--- config.mk ---
export PLATFORM = sky130hd
export DESIGN_NAME = reg_file_flat
export DESIGN_NICKNAME = d
export VERILOG_FILES = /design/src/rtl/cpu_pkg.sv /design/src/rtl/reg_file_if.sv /design/src/rtl/reg_scoreboard.sv /design/src/rtl/reg_file.sv /design/src/flat_wrapper.sv
export SDC_FILE = /design/constraint.sdc
export NUM_CORES = 1
export LEC_CHECK = 0
export BUFFER_PORTS_ARGS = -buffer_cell sky130_fd_sc_hd__buf_2
export CAP_MARGIN = 40
export CORE_UTILIZATION = 40
export CTS_CLUSTER_DIAMETER = 40
export DETAILED_ROUTE_END_ITERATION = 8
export PLACE_DENSITY_LB_ADDON = 0.05
export SKIP_LAST_GASP = 1
export SLEW_MARGIN = 20
export SYNTH_ARGS = -nofsm -noshare
export SYNTH_HDL_FRONTEND = slang
export SYNTH_HIERARCHICAL = 1
export SYNTH_SLANG_ARGS = --single-unit
--- constraint.sdc ---
create_clock -name i_clk -period 6.8 [get_ports i_clk]
set_input_delay 0.68 -clock i_clk [delete_from_list [all_inputs] [get_ports i_clk]]
set_output_delay 0.68 -clock i_clk [all_outputs]
set_load 0.01 [all_outputs]
--- src/rtl/cpu_pkg.sv ---
// Shared CPU definitions: default register-file geometry and ALU opcode encodings.
package cpu_pkg;

    localparam int DEF_DATA_W = 8;
    localparam int DEF_ADDR_W = 4;

    // One-hot ALU opcodes
    localparam logic [3:0] ADD = 4'b0001;
    localparam logic [3:0] SUB = 4'b0010;
    localparam logic [3:0] LS  = 4'b0100;
    localparam logic [3:0] RS  = 4'b1000;

endpackage

--- src/rtl/reg_file_if.sv ---
// Decode/execute-side bus into the register file: write port, operand fetch and results.
interface reg_file_if
    import cpu_pkg::*;
#(
    parameter int DATA_W = DEF_DATA_W,
    parameter int ADDR_W = DEF_ADDR_W
) ();

    logic              i_write_en;
    logic [ADDR_W-1:0] i_write_add;
    logic [DATA_W-1:0] i_write_data;
    logic              i_read_en;
    logic [ADDR_W-1:0] i_read_add_1;
    logic [ADDR_W-1:0] i_read_add_2;
    logic [ADDR_W-1:0] i_dest_add;
    logic [DATA_W-1:0] o_srcdata_1;
    logic [DATA_W-1:0] o_srcdata_2;
    logic              o_read_valid;
    logic              o_stall;

    modport master (
        output i_write_en, i_write_add, i_write_data,
        output i_read_en, i_read_add_1, i_read_add_2, i_dest_add,
        input  o_srcdata_1, o_srcdata_2, o_read_valid, o_stall
    );

    modport slave (
        input  i_write_en, i_write_add, i_write_data,
        input  i_read_en, i_read_add_1, i_read_add_2, i_dest_add,
        output o_srcdata_1, o_srcdata_2, o_read_valid, o_stall
    );

endinterface

--- src/rtl/reg_scoreboard.sv ---
// Pending-write scoreboard: tracks destinations of issued instructions and flags RAW/WAW hazards.
module reg_scoreboard
    import cpu_pkg::*;
#(
    parameter int ADDR_W = DEF_ADDR_W
) (
    input  logic              clk,
    input  logic              reset,
    input  logic              read_en,
    input  logic [ADDR_W-1:0] read_add_1,
    input  logic [ADDR_W-1:0] read_add_2,
    input  logic [ADDR_W-1:0] dest_add,
    input  logic              write_en,
    input  logic [ADDR_W-1:0] write_add,
    output logic              stall,
    output logic              accept
);

    localparam int DEPTH = 2 ** ADDR_W;

    logic [DEPTH-1:0] pending;
    logic [DEPTH-1:0] pending_nxt;
    logic             busy_1, busy_2, busy_d;

    // A write landing this cycle retires its pending mark early, so it never blocks.
    assign busy_1 = pending[read_add_1] & ~(write_en && (write_add == read_add_1));
    assign busy_2 = pending[read_add_2] & ~(write_en && (write_add == read_add_2));
    assign busy_d = pending[dest_add]   & ~(write_en && (write_add == dest_add));

    assign stall  = read_en & (busy_1 | busy_2 | busy_d);
    assign accept = read_en & ~stall;

    // Clear first, then set: a newly issued destination outranks a retiring write.
    always_comb begin
        pending_nxt = pending;
        if (write_en) pending_nxt[write_add] = 1'b0;
        if (accept)   pending_nxt[dest_add]  = 1'b1;
    end

    always_ff @(posedge clk) begin
        if (!reset) pending <= '0;
        else        pending <= pending_nxt;
    end

endmodule

--- src/rtl/reg_file.sv ---
// 2-read/1-write register file with same-cycle write forwarding and scoreboard-based stall.
module reg_file
    import cpu_pkg::*;
#(
    parameter int DATA_W = DEF_DATA_W,
    parameter int ADDR_W = DEF_ADDR_W
) (
    input  logic     i_clk,
    input  logic     i_reset,
    reg_file_if.slave bus
);

    localparam int DEPTH = 2 ** ADDR_W;

    logic [DATA_W-1:0] mem [DEPTH];
    logic [DATA_W-1:0] fwd_1, fwd_2;
    logic [DATA_W-1:0] srcdata_1, srcdata_2;
    logic              read_valid;
    logic              stall, accept;

    reg_scoreboard #(.ADDR_W(ADDR_W)) u_scoreboard (
        .clk        (i_clk),
        .reset      (i_reset),
        .read_en    (bus.i_read_en),
        .read_add_1 (bus.i_read_add_1),
        .read_add_2 (bus.i_read_add_2),
        .dest_add   (bus.i_dest_add),
        .write_en   (bus.i_write_en),
        .write_add  (bus.i_write_add),
        .stall      (stall),
        .accept     (accept)
    );

    // Each port independently picks up the in-flight write instead of the stale entry.
    assign fwd_1 = (bus.i_write_en && (bus.i_write_add == bus.i_read_add_1))
                   ? bus.i_write_data : mem[bus.i_read_add_1];
    assign fwd_2 = (bus.i_write_en && (bus.i_write_add == bus.i_read_add_2))
                   ? bus.i_write_data : mem[bus.i_read_add_2];

    always_ff @(posedge i_clk) begin
        if (!i_reset) begin
            for (int i = 0; i < DEPTH; i++) mem[i] <= '0;
            srcdata_1  <= '0;
            srcdata_2  <= '0;
            read_valid <= 1'b0;
        end else begin
            if (bus.i_write_en) mem[bus.i_write_add] <= bus.i_write_data;
            read_valid <= accept;
            if (accept) begin
                srcdata_1 <= fwd_1;
                srcdata_2 <= fwd_2;
            end
        end
    end

    assign bus.o_srcdata_1  = srcdata_1;
    assign bus.o_srcdata_2  = srcdata_2;
    assign bus.o_read_valid = read_valid;
    assign bus.o_stall      = stall;

endmodule

--- src/flat_wrapper.sv ---
// flat-port wrapper written by rule: the top's interface ports become plain ports
module reg_file_flat import cpu_pkg::*;
#(
    parameter int DATA_W = DEF_DATA_W,
    parameter int ADDR_W = DEF_ADDR_W
)
  (i_clk, i_reset, bus_i_write_en, bus_i_write_add, bus_i_write_data, bus_i_read_en, bus_i_read_add_1, bus_i_read_add_2, bus_i_dest_add, bus_o_srcdata_1, bus_o_srcdata_2, bus_o_read_valid, bus_o_stall);
  reg_file_if #(.DATA_W(DATA_W), .ADDR_W(ADDR_W)) bus_i ();
  input  logic i_clk;
  input  logic i_reset;
  input wire logic [$bits(bus_i.i_write_en)-1:0] bus_i_write_en;
  input wire logic [$bits(bus_i.i_write_add)-1:0] bus_i_write_add;
  input wire logic [$bits(bus_i.i_write_data)-1:0] bus_i_write_data;
  input wire logic [$bits(bus_i.i_read_en)-1:0] bus_i_read_en;
  input wire logic [$bits(bus_i.i_read_add_1)-1:0] bus_i_read_add_1;
  input wire logic [$bits(bus_i.i_read_add_2)-1:0] bus_i_read_add_2;
  input wire logic [$bits(bus_i.i_dest_add)-1:0] bus_i_dest_add;
  output wire logic [$bits(bus_i.o_srcdata_1)-1:0] bus_o_srcdata_1;
  output wire logic [$bits(bus_i.o_srcdata_2)-1:0] bus_o_srcdata_2;
  output wire logic [$bits(bus_i.o_read_valid)-1:0] bus_o_read_valid;
  output wire logic [$bits(bus_i.o_stall)-1:0] bus_o_stall;
  assign bus_i.i_write_en = bus_i_write_en;
  assign bus_i.i_write_add = bus_i_write_add;
  assign bus_i.i_write_data = bus_i_write_data;
  assign bus_i.i_read_en = bus_i_read_en;
  assign bus_i.i_read_add_1 = bus_i_read_add_1;
  assign bus_i.i_read_add_2 = bus_i_read_add_2;
  assign bus_i.i_dest_add = bus_i_dest_add;
  assign bus_o_srcdata_1 = bus_i.o_srcdata_1;
  assign bus_o_srcdata_2 = bus_i.o_srcdata_2;
  assign bus_o_read_valid = bus_i.o_read_valid;
  assign bus_o_stall = bus_i.o_stall;
  reg_file #(.DATA_W(DATA_W), .ADDR_W(ADDR_W)) u_core (.i_clk(i_clk), .i_reset(i_reset), .bus(bus_i));
endmodule
## Word-level counts from Yosys, hierarchy flattened

Memories as Yosys holds them, arrays and structs flattened. A register that Yosys moved wholly into a read port is not among the register bits.
Cells that the tools add are included.

| word-level totals | value |
|---|---|
| flip-flop bits (word level) | 17 |
| bits in writable memories | 128 |
| bits of input ports | 28 |
| memories | 1 |

| cells by class | value |
|---|---|
| magnitude comparators | 6 |
| equal/unequal tests | 3 |
| muxes and demuxes | 19 |
| bitwise logic cells | 14 |
| reduce and logical (&&, ||, !) cells | 8 |

Memory list:

| memory | depth | width | read ports | clocked after Yosys merged registers in | write ports | RTL line | RTL |
|---|---|---|---|---|---|---|---|
| u_core.mem | 16 | 8 | 2 | 2 | 16 | reg_file.sv:15 | `logic [DATA_W-1:0] mem [DEPTH];` |

Operator list:

| cell | number |
|---|---|
| 2-to-1 mux 16 bit | 2 |
| less-than comparator 4 x 5 -> 1 bit, second input constant | 4 |
| bitwise AND 16 bit | 1 |
| inverter 16 bit | 1 |
| OR 16 bit | 1 |
| binary-select mux 1 bit (select 4 bit) | 3 |
| == test 4 bit | 3 |
| 2-to-1 mux 1 bit | 10 |
| demux 1 bit (select 4 bit) | 2 |
| >= comparator 4 x 1 -> 1 bit, second input constant | 2 |
| 2-to-1 mux 8 bit | 1 |
| OR reduction 8 bit | 1 |
| bitwise AND 1 bit | 5 |
| logical AND 1 bit | 5 |
| 2-to-1 mux 4 bit | 1 |
| inverter 1 bit | 4 |
| logical NOT 1 bit | 2 |
| OR 1 bit | 2 |

## Logic depth before layout (Yosys ltp)

Gate-level depths: netlist (run 1).

| depth | value |
|---|---|
| depth after elaboration | 10 |
| mapped depth | 14 |
| mapped depth without buffers | 9 |

## By module

The synthesis (run 1) kept the hierarchy.

By module, submodules not included:

| module | times used | cells an instance | area each (µm²) |
|---|---|---|---|
| reg_file | 1 | 583 | 7,970.1 |
| reg_scoreboard | 1 | 126 | 1,377.6 |

## Worst setup path before layout (run 1)

Ideal clock, no wire load.

| path | value |
|---|---|
| kind | input to register |
| start | in bus_i_read_add_1[0] |
| end | reg u_core.srcdata_1[0], in the netlist u_core/bus.o_srcdata_1[0], read port of u_core.mem |
| arrival time | 3,383 ps |
| required time | 6,670 ps |
| setup slack | 3,287 ps |
| stages on the path | 13 |
| path buffers | 5 |
| path through | buf_6 -> mux4_1 -> mux4_2 -> a22o_1 -> buf_6 -> buf_12 -> nor3b_1 -> buf_2 -> and2_1 -> nand2_1 -> clkbuf_1 -> o31ai_1 -> a31oi_1 |

| on the way | value |
|---|---|
| word-level cells in the longest chain between the ends | 9 |
| elaborated cells on any way between the ends | 11 |

RTL lines:

| item | RTL line | RTL |
|---|---|---|
| start, declared | flat_wrapper.sv:15 | `input wire logic [$bits(bus_i.i_read_add_1)-1:0] bus_i_read_add_1;` |
| branches (longest 3 deep; another with binary-select mux 1 bit (select 4 bit)) | - |  |
| bitwise AND 1 bit (*) | reg_scoreboard.sv:26 | `assign busy_1 = pending[read_add_1] & ~(write_en && (write_add == read_add_1));` |
| OR 1 bit (*) (2 in a row) | reg_scoreboard.sv:30 | `assign stall = read_en & (busy_1 \| busy_2 \| busy_d);` |
| bitwise AND 1 bit (*) | reg_scoreboard.sv:30 |  |
| inverter 1 bit (*) | reg_scoreboard.sv:31 | `assign accept = read_en & ~stall;` |
| bitwise AND 1 bit (*) | reg_scoreboard.sv:31 |  |
| via u_core.accept | reg_file.sv:19 | `logic stall, accept;` |
| end, declared | reg_file.sv:17 | `logic [DATA_W-1:0] srcdata_1, srcdata_2;` |

Mark *: on every way through the listed nets, which the timed path passes. The select of a mux whose other input is x is not followed.
A chain may end at the register's enable or synchronous reset.

## Final worst setup path (run 1)

| path | value |
|---|---|
| start | in bus_i_read_add_1[0] |
| end | reg u_core.srcdata_1[7], in the netlist u_core/bus.o_srcdata_1[7], read port of u_core.mem |

Same word-level chain as after synthesis.

==> results of run 1 <==
==> report_power, final <==
part	total (uW)	internal, uW	leakage (uW)	switching, uW
clock network	1020	592	0.000310	433
logic	319	130	0.00200	189
registers	1160	1120	0.00149	39.8
total	2500	1840	0.00380	662
==> metal layers <==
metal  wire length (um)  share of wire, %  vias up  GRT usage, %
met1              13100                48     3239          35.0
met2              12000                44      238          34.8
li1                   -                 -     2830             -
met5                  0                 0        -             0
met3               1800               6.6       30          5.18
met4                419               1.5        0          6.84
==> cells in the final DEF, fill, tap and decap left out, types with 10 or more instances in the layout <==
master,n
and2_1,129
edfxtp_1,128
buf_2,58
nand2_1,39
mux4_1,34
mux2i_1,33
dfxtp_1,33
mux4_2,27
o21ai_0,21
o21a_1,18
o31ai_1,18
clkbuf_16,17
a31oi_1,16
nor2_1,15
nand3_1,14
o211ai_1,12
nand2b_1,10
xnor2_1,10
==> state kept, by name (all words and copies together) (netlist names) <==
signal and count:
u_core/mem 128, u_core/u_scoreboard/pending 16, u_core/bus.o_srcdata_1 8, u_core/bus.o_srcdata_2 8
u_core/bus.o_read_valid 1
==> critical path, cell delays in order <==
cell     delay [ps]
buf_2           280
mux4_1          630
mux4_2          470
a22o_1          330
nor3b_2         570
and2_1          240
nand2_1         350
o31ai_1         410
a31oi_1          90
==> worst max path at each step <==
stage               cells after the start                 from  slack, ps                                endpoint
detailed placement                      9  bus_i_read_add_1[0]       2410  u_core/bus.o_srcdata_1[7]$_SDFFE_PN0P_
finish                                  9  bus_i_read_add_1[0]       3020  u_core/bus.o_srcdata_1[7]$_SDFFE_PN0P_
global placement                        9  bus_i_read_add_1[0]       2230  u_core/bus.o_srcdata_1[5]$_SDFFE_PN0P_
floorplan                              13  bus_i_read_add_1[0]       3290  u_core/bus.o_srcdata_1[0]$_SDFFE_PN0P_
global route                            9  bus_i_read_add_1[0]       2950  u_core/bus.o_srcdata_1[2]$_SDFFE_PN0P_
CTS                                     9  bus_i_read_add_1[0]       2860  u_core/bus.o_srcdata_1[7]$_SDFFE_PN0P_
==> area by class of cell <==
type,count,area (um2)
Clock buffer,17,425
Tap cell,313,392
Timing Repair Buffer,68,385
Multi-Input combinational cell,488,4480
Fill cell,2050,12400
Sequential cell,161,4500
Clock inverter,15,200
Inverter,2,7.51
==> cell families (layout without fill, tap and decap cells) <==
family / count (synthesis) / count (layout)
XOR/XNOR: 20 / 20
AO/OA/AOI/OAI: 131 / 131
buffers and inverters: 60 / 102
multiplexers: 103 / 103
AND/OR/NAND/NOR: 234 / 234
flip-flops: 161 / 161
==> metrics by stage <==
step / worst slack (ps) / util (%) / std cells / power, uW
5_1_grt: 2950 / 45.6 / 1064 / 2590
6_report: 3020 / 45.6 / 1064 / 2500
4_1_cts: 2860 / 45.5 / 1062 / 2520
3_3_place_gp: 2230 / 42.4 / 1016 / 1480
2_1_floorplan: 3290 / - / 709 / 1380
3_5_place_dp: 2410 / 42.8 / 1030 / 1500
==> out/metrics.csv, run 1 <==
stage,metric,value,unit
outcome,status,"complete, no violations",
global_routing,track_usage,23.7,%
logic_synthesis,synth-simple-area-share,14.3,%
min_path,min_from,u_core/u_scoreboard/pending[15]$_SDFF_PN0_,
logic_synthesis,yosys-top-cells-count,"and2_1 (129), edfxtp_1 (128), nand2_1 (39)",
critical_path,critPathMaxFanout,16,
logic_synthesis,yosys.area_share.adder,0,%
routing,drc_errors,0,
finish,num_antenna_cells,0,
logic_synthesis,synth-seq-cells,161,
min_path,hp-class,flop to flop,
logic_synthesis,syn-num-nets,737,
logic_synthesis,yosysWarnings,6,
critical_path,crit_path_end_kind,flop,
clock_tree,ctsResizeCount,0,
clock_tree,cts.path.max_buffers,2,
critical_path,required,7090,ps
timing,min_period,3780,ps
timing,hold_violations,0,
floorplanning,start_util,41.0,%
timing,slew_viol_final,0,
critical_path,rr_endpoint,u_core/bus.o_srcdata_1[7]$_SDFFE_PN0P_,
logic_synthesis,syn_inst,709,
routing,dr.pass1.iters,4,
logic_synthesis,ys_top_cells_by_area,"edfxtp_1 (41%), mux4_1 (9.6%), and2_1 (8.6%)",
clock_tree,tritoncts,built,
routing,vias,6337,
logic_synthesis,synthMuxAreaShare,20.8,%
min_path,min_path_cells,2,
min_path,holdPathEnd,u_core/u_scoreboard/pending[15]$_SDFF_PN0_,
timing,skew,11.4,ps
timing,whs,571,ps
routing,wl_per_cell,25.7,um
clock_tree,postCtsSetupBuffers,0,
global_routing,grt_pass1_wl,40800,um
critical_path,path_class,input port to flop,
finish,synthToLayoutAreaGrowth,11.2,%
clock_tree,numCtsBuffers,17,
logic_synthesis,syn-cell-area,9350,um2
logic_synthesis,synth_cell_types,50,
floorplanning,die_y,155,um
floorplanning,core_area,22800,um2
finish,nets,766,
global_routing,first_global_vias,6215,
global_routing,antenna_found_initial,0,
clock_tree,cts_max_level,4,
logic_synthesis,synth.largest_area_cell,edfxtp_1,
floorplanning,core.rowCount,55,
floorplanning,dieWidth,155,um
routing,ant_nets,0,
place,hpwl,19200,um
logic_synthesis,ys.flop_type,edfxtp_1,
place,numPortBuffers,45,
finish,final_layout_size_suffix_gt1_share,19.8,%
timing,rsz0062_at_grt,false,
critical_path,reg2reg_depth,8,
timing,period_share,55.5,%
floorplanning,io_pins,46,
routing,totalWireLength,27300,um
timing,tns,0,ps
routing,viasPerCell,5.96,
global_routing,grt_max_degree,56,
logic_synthesis,synth-edff-count,128,
timing,tightest_slew,808,ps
clock_tree,path_clk_slew,70,ps
place,gp_congestion,0.858,
power,cellLeakagePower,0.00380,uW
logic_synthesis,yosysSeqAreaShare,48.2,%
finish,final_cell_area,10400,um2
timing,final-setup-viol-count,0,
logic_synthesis,synthXorXnorAreaFrac,1.95,%
logic_synthesis,synth_compound_area_share,10.9,%
floorplanning,die-area,24000,um2
clock_tree,cts_sinks,161,
logic_synthesis,async_flop_share,0,%
logic_synthesis,synthMostInstantiatedCell,and2_1,
power,power.density,241,nW/um2
timing,fmax,265,MHz
critical_path,reg2reg_from,u_core/u_scoreboard/pending[9]$_SDFF_PN0_,
critical_path,r2r_slack,3280,ps
routing,drt-initial-drc-count,505,
logic_synthesis,syn_avg_cell_area,13.2,um2
power,vdd_drop_max,131,uV
clock_tree,root_buffer,clkbuf_16,
timing,slew-limit-headroom,46.0,%
run,drv_cap,0,
global_routing,grt_overflow,0,
logic_synthesis,synth_top_family_by_area,multiplexers,
clock_tree,cts_hold_buffers,0,
critical_path,crit_arrival,4070,ps
clock_tree,clk_latency,430,ps
logic_synthesis,synth_top_area_share,41.1,%
critical_path,crit_path_start_kind,input port,
place,dpl_cell_area,9750,um2
No activity file was read; power rests on OpenSTA's default activity.
==> run 2: changes to the inputs <==
clock period = 3.05 ns   (was 6.8 ns; I/O delays follow)
==> run 2 against run 1 <==
Clock power grew 120%. Via count is 0.27% higher. Die area unchanged. Worst hold slack lost 300 ps. Register-to-register slack got worse by 3000 ps. Non-clock buffer count rose by 11. Design area up 0.85%. Critical path type is now flop to primary output. Highest routed layer unchanged.
==> out/metrics.csv, run 2 (same netlist as run 1, synthesis figures left out) <==
stage,metric,value,unit,change
outcome,status,"complete, no violations",,unchanged
clock_tree,path_clk_slew,70,ps,about the same
floorplanning,die_y,155,um,unchanged
routing,vias,6354,,was 6337
clock_tree,tritoncts,built,,unchanged
critical_path,path_class,flop to primary output,,was input port to flop
timing,tns,0,ps,unchanged
floorplanning,start_util,41.0,%,unchanged
floorplanning,die-area,24000,um2,unchanged
routing,viasPerCell,5.92,,was 5.96
critical_path,crit_start,u_core/u_scoreboard/pending[4]$_SDFF_PN0_,,was bus_i_read_add_1[0]
routing,ant_nets,0,,unchanged
clock_tree,root_buffer,clkbuf_16,,unchanged
power,clockPowerShare,40.0,%,was 40.9%
global_routing,first_global_vias,6472,,was 6215
power,p_int,4090,uW,was 1840 uW
finish,synthToLayoutAreaGrowth,12.2,%,was 11.2%
floorplanning,core_area,22800,um2,unchanged
routing,drt-initial-drc-count,505,,unchanged
finish,fill_cells,2023,,was 2050
floorplanning,dieWidth,155,um,unchanged
finish,seqCellArea,4500,um2,unchanged
critical_path,reg2reg_from,u_core/u_scoreboard/pending[4]$_SDFF_PN0_,,was u_core/u_scoreboard/pending[9]$_SDFF_PN0_
run,drv_cap,0,,unchanged
clock_tree,cts_sinks,161,,unchanged
finish,num_antenna_cells,0,,unchanged
critical_path,crit_path_start_kind,flop,,was input port
clock_tree,cts.path.max_buffers,2,,unchanged
finish,final_cell_mix,"and2_1 (129), edfxtp_1 (128), buf_2 (45)",,"was and2_1 (129), edfxtp_1 (128), buf_2 (58)"
timing,rsz0062_at_grt,false,,unchanged
global_routing,grt_overflow,0,,unchanged
finish,instances_no_fill,1074,,was 1064
place,hpwl,18900,um,was 19200 um
routing,wl_per_cell,25.8,um,was 25.7 um
finish,final_common_cell,and2_1,,unchanged
power,seq_power_share,46.4,%,was 46.3%
power,power.density,527,nW/um2,was 241 nW/um2
floorplanning,core.rowCount,55,,unchanged
global_routing,grt_pass1_wl,41800,um,was 40800 um
place,gp_congestion,0.895,,was 0.858
critical_path,crit_end,bus_o_stall,,was u_core/bus.o_srcdata_1[7]$_SDFFE_PN0P_
global_routing,antenna_found_initial,0,,unchanged
timing,tightest_slew,778,ps,was 808 ps
timing,final-setup-viol-count,0,,unchanged
timing,slew_viol_final,0,,unchanged
critical_path,rr_endpoint,u_core/bus.o_srcdata_1[0]$_SDFFE_PN0P_,,was u_core/bus.o_srcdata_1[7]$_SDFFE_PN0P_
clock_tree,cts_hold_buffers,0,,unchanged
power,vdd_drop_max,337,uV,was 131 uV
timing,skew,10.5,ps,was 11.4 ps
critical_path,crit_path_end_kind,primary output,,was flop
global_routing,track_usage,24.2,%,was 23.7%
finish,top_register,u_core/mem,,unchanged
finish,reg_top3,"u_core/mem x128, u_core/u_scoreboard/pending x16",,unchanged
finish,final_layout_size_suffix_gt1_share,20.9,%,was 19.8%
routing,dr.pass1.iters,5,,was 4
timing,slew-limit-headroom,48.0,%,was 46.0%
timing,fmax,346,MHz,
power,switching_power,1430,uW,was 662 uW
finish,largest_register_ffs,128,,unchanged
timing,period_share,94.8,%,
clock_tree,ctsResizeCount,0,,unchanged
global_routing,grt_max_degree,42,,was 56
timing,hold_violations,0,,unchanged
critical_path,required,2740,ps,was 7090 ps
clock_tree,numCtsBuffers,17,,unchanged
place,numPortBuffers,45,,unchanged
routing,drc_errors,0,,unchanged
min_path,hp-class,input port to flop,,was flop to flop
min_path,min_path_cells,3,,was 2
critical_path,reg2reg_depth,8,,unchanged
clock_tree,cts_max_level,4,,unchanged
finish,nets,777,,was 766
critical_path,r2r_slack,320,ps,was 3280 ps
critical_path,critPathMaxFanout,17,,was 16
timing,min_period,2890,ps,
floorplanning,io_pins,46,,unchanged
routing,totalWireLength,27700,um,was 27300 um
clock_tree,postCtsSetupBuffers,0,,unchanged
clock_tree,clk_latency,420,ps,was 430 ps
power,share_comb_of_total_power,13.5,%,was 12.8%
power,cellLeakagePower,0.00383,uW,was 0.00380 uW
place,dp_cells,1043,,was 1030
critical_path,crit_arrival,2590,ps,was 4070 ps
power,p_sw_share,25.9,%,was 26.4%
power,power,5520,uW,was 2500 uW
finish,multiInputGateArea,4480,um2,about the same
-- run 2: final cells by class --
class / count / area share (%)
Multi-Input combinational cell: 488 / 42.8
Clock inverter: 14 / 1.71
Timing Repair Buffer: 79 / 4.70
Clock buffer: 17 / 4.06
Tap cell: 313 / 3.74
Sequential cell: 161 / 43.0
Inverter: 2 / 0.0716
-- run 2: metrics by stage --
| step | utilization, % | setup WS (ps) | cell area, um2 | hold slack [ps] |
|---|---|---|---|---|
| 4_1_cts | 46.0 | 150 | 10500 | 241 |
| 2_1_floorplan | - | 4.91 | 9360 | 483 |
| 5_1_grt | 46.0 | 73.9 | 10500 | 284 |
| 6_report | 46.0 | 159 | 10500 | 270 |
| 3_3_place_gp | 43.4 | 248 | 9880 | 530 |
| 3_5_place_dp | 43.4 | 186 | 9880 | 534 |
-- run 2: worst min path at each step --
| stage | start | endpoint |
|---|---|---|
| 4_1_cts | bus_i_dest_add[2] | u_core/u_scoreboard/pending[15]$_SDFF_PN0_ |
| 6_report | bus_i_dest_add[3] | u_core/u_scoreboard/pending[14]$_SDFF_PN0_ |
| 3_3_place_gp | u_core/u_scoreboard/pending[10]$_SDFF_PN0_ | u_core/u_scoreboard/pending[10]$_SDFF_PN0_ |
| 2_1_floorplan | u_core/u_scoreboard/pending[1]$_SDFF_PN0_ | u_core/u_scoreboard/pending[1]$_SDFF_PN0_ |
| 5_1_grt | bus_i_dest_add[3] | u_core/u_scoreboard/pending[14]$_SDFF_PN0_ |
| 3_5_place_dp | u_core/u_scoreboard/pending[0]$_SDFF_PN0_ | u_core/u_scoreboard/pending[0]$_SDFF_PN0_ |
-- run 2: metal layers --
| metal | wire length [um] | track usage (%) | vias up | part of all wire [%] |
|---|---|---|---|---|
| li1 | - | - | 2846 | - |
| met1 | 12800 | 33.8 | 3278 | 46 |
| met2 | 12900 | 38.3 | 204 | 47 |
| met3 | 1530 | 4.51 | 26 | 5.5 |
| met4 | 471 | 7.45 | 0 | 1.7 |
| met5 | 0 | 0 | - | 0 |
-- run 2: power by group through the flow --
stage               Clock [uW]  Sequential, uW  Combinational [uW]
floorplan                    0            2590                 477
global placement             0            2600                 735
detailed placement           0            2610                 744
CTS                       2270            2560                 747
global route              2360            2580                 796
finish                    2210            2560                 748
-- run 2: worst max-delay path, cell delays in order (launching register included) --
cell,delay (ps)
dfxtp_1,360
mux4_1,520
mux4_2,470
a22o_1,270
buf_4,220
o21a_1,190
buf_2,140
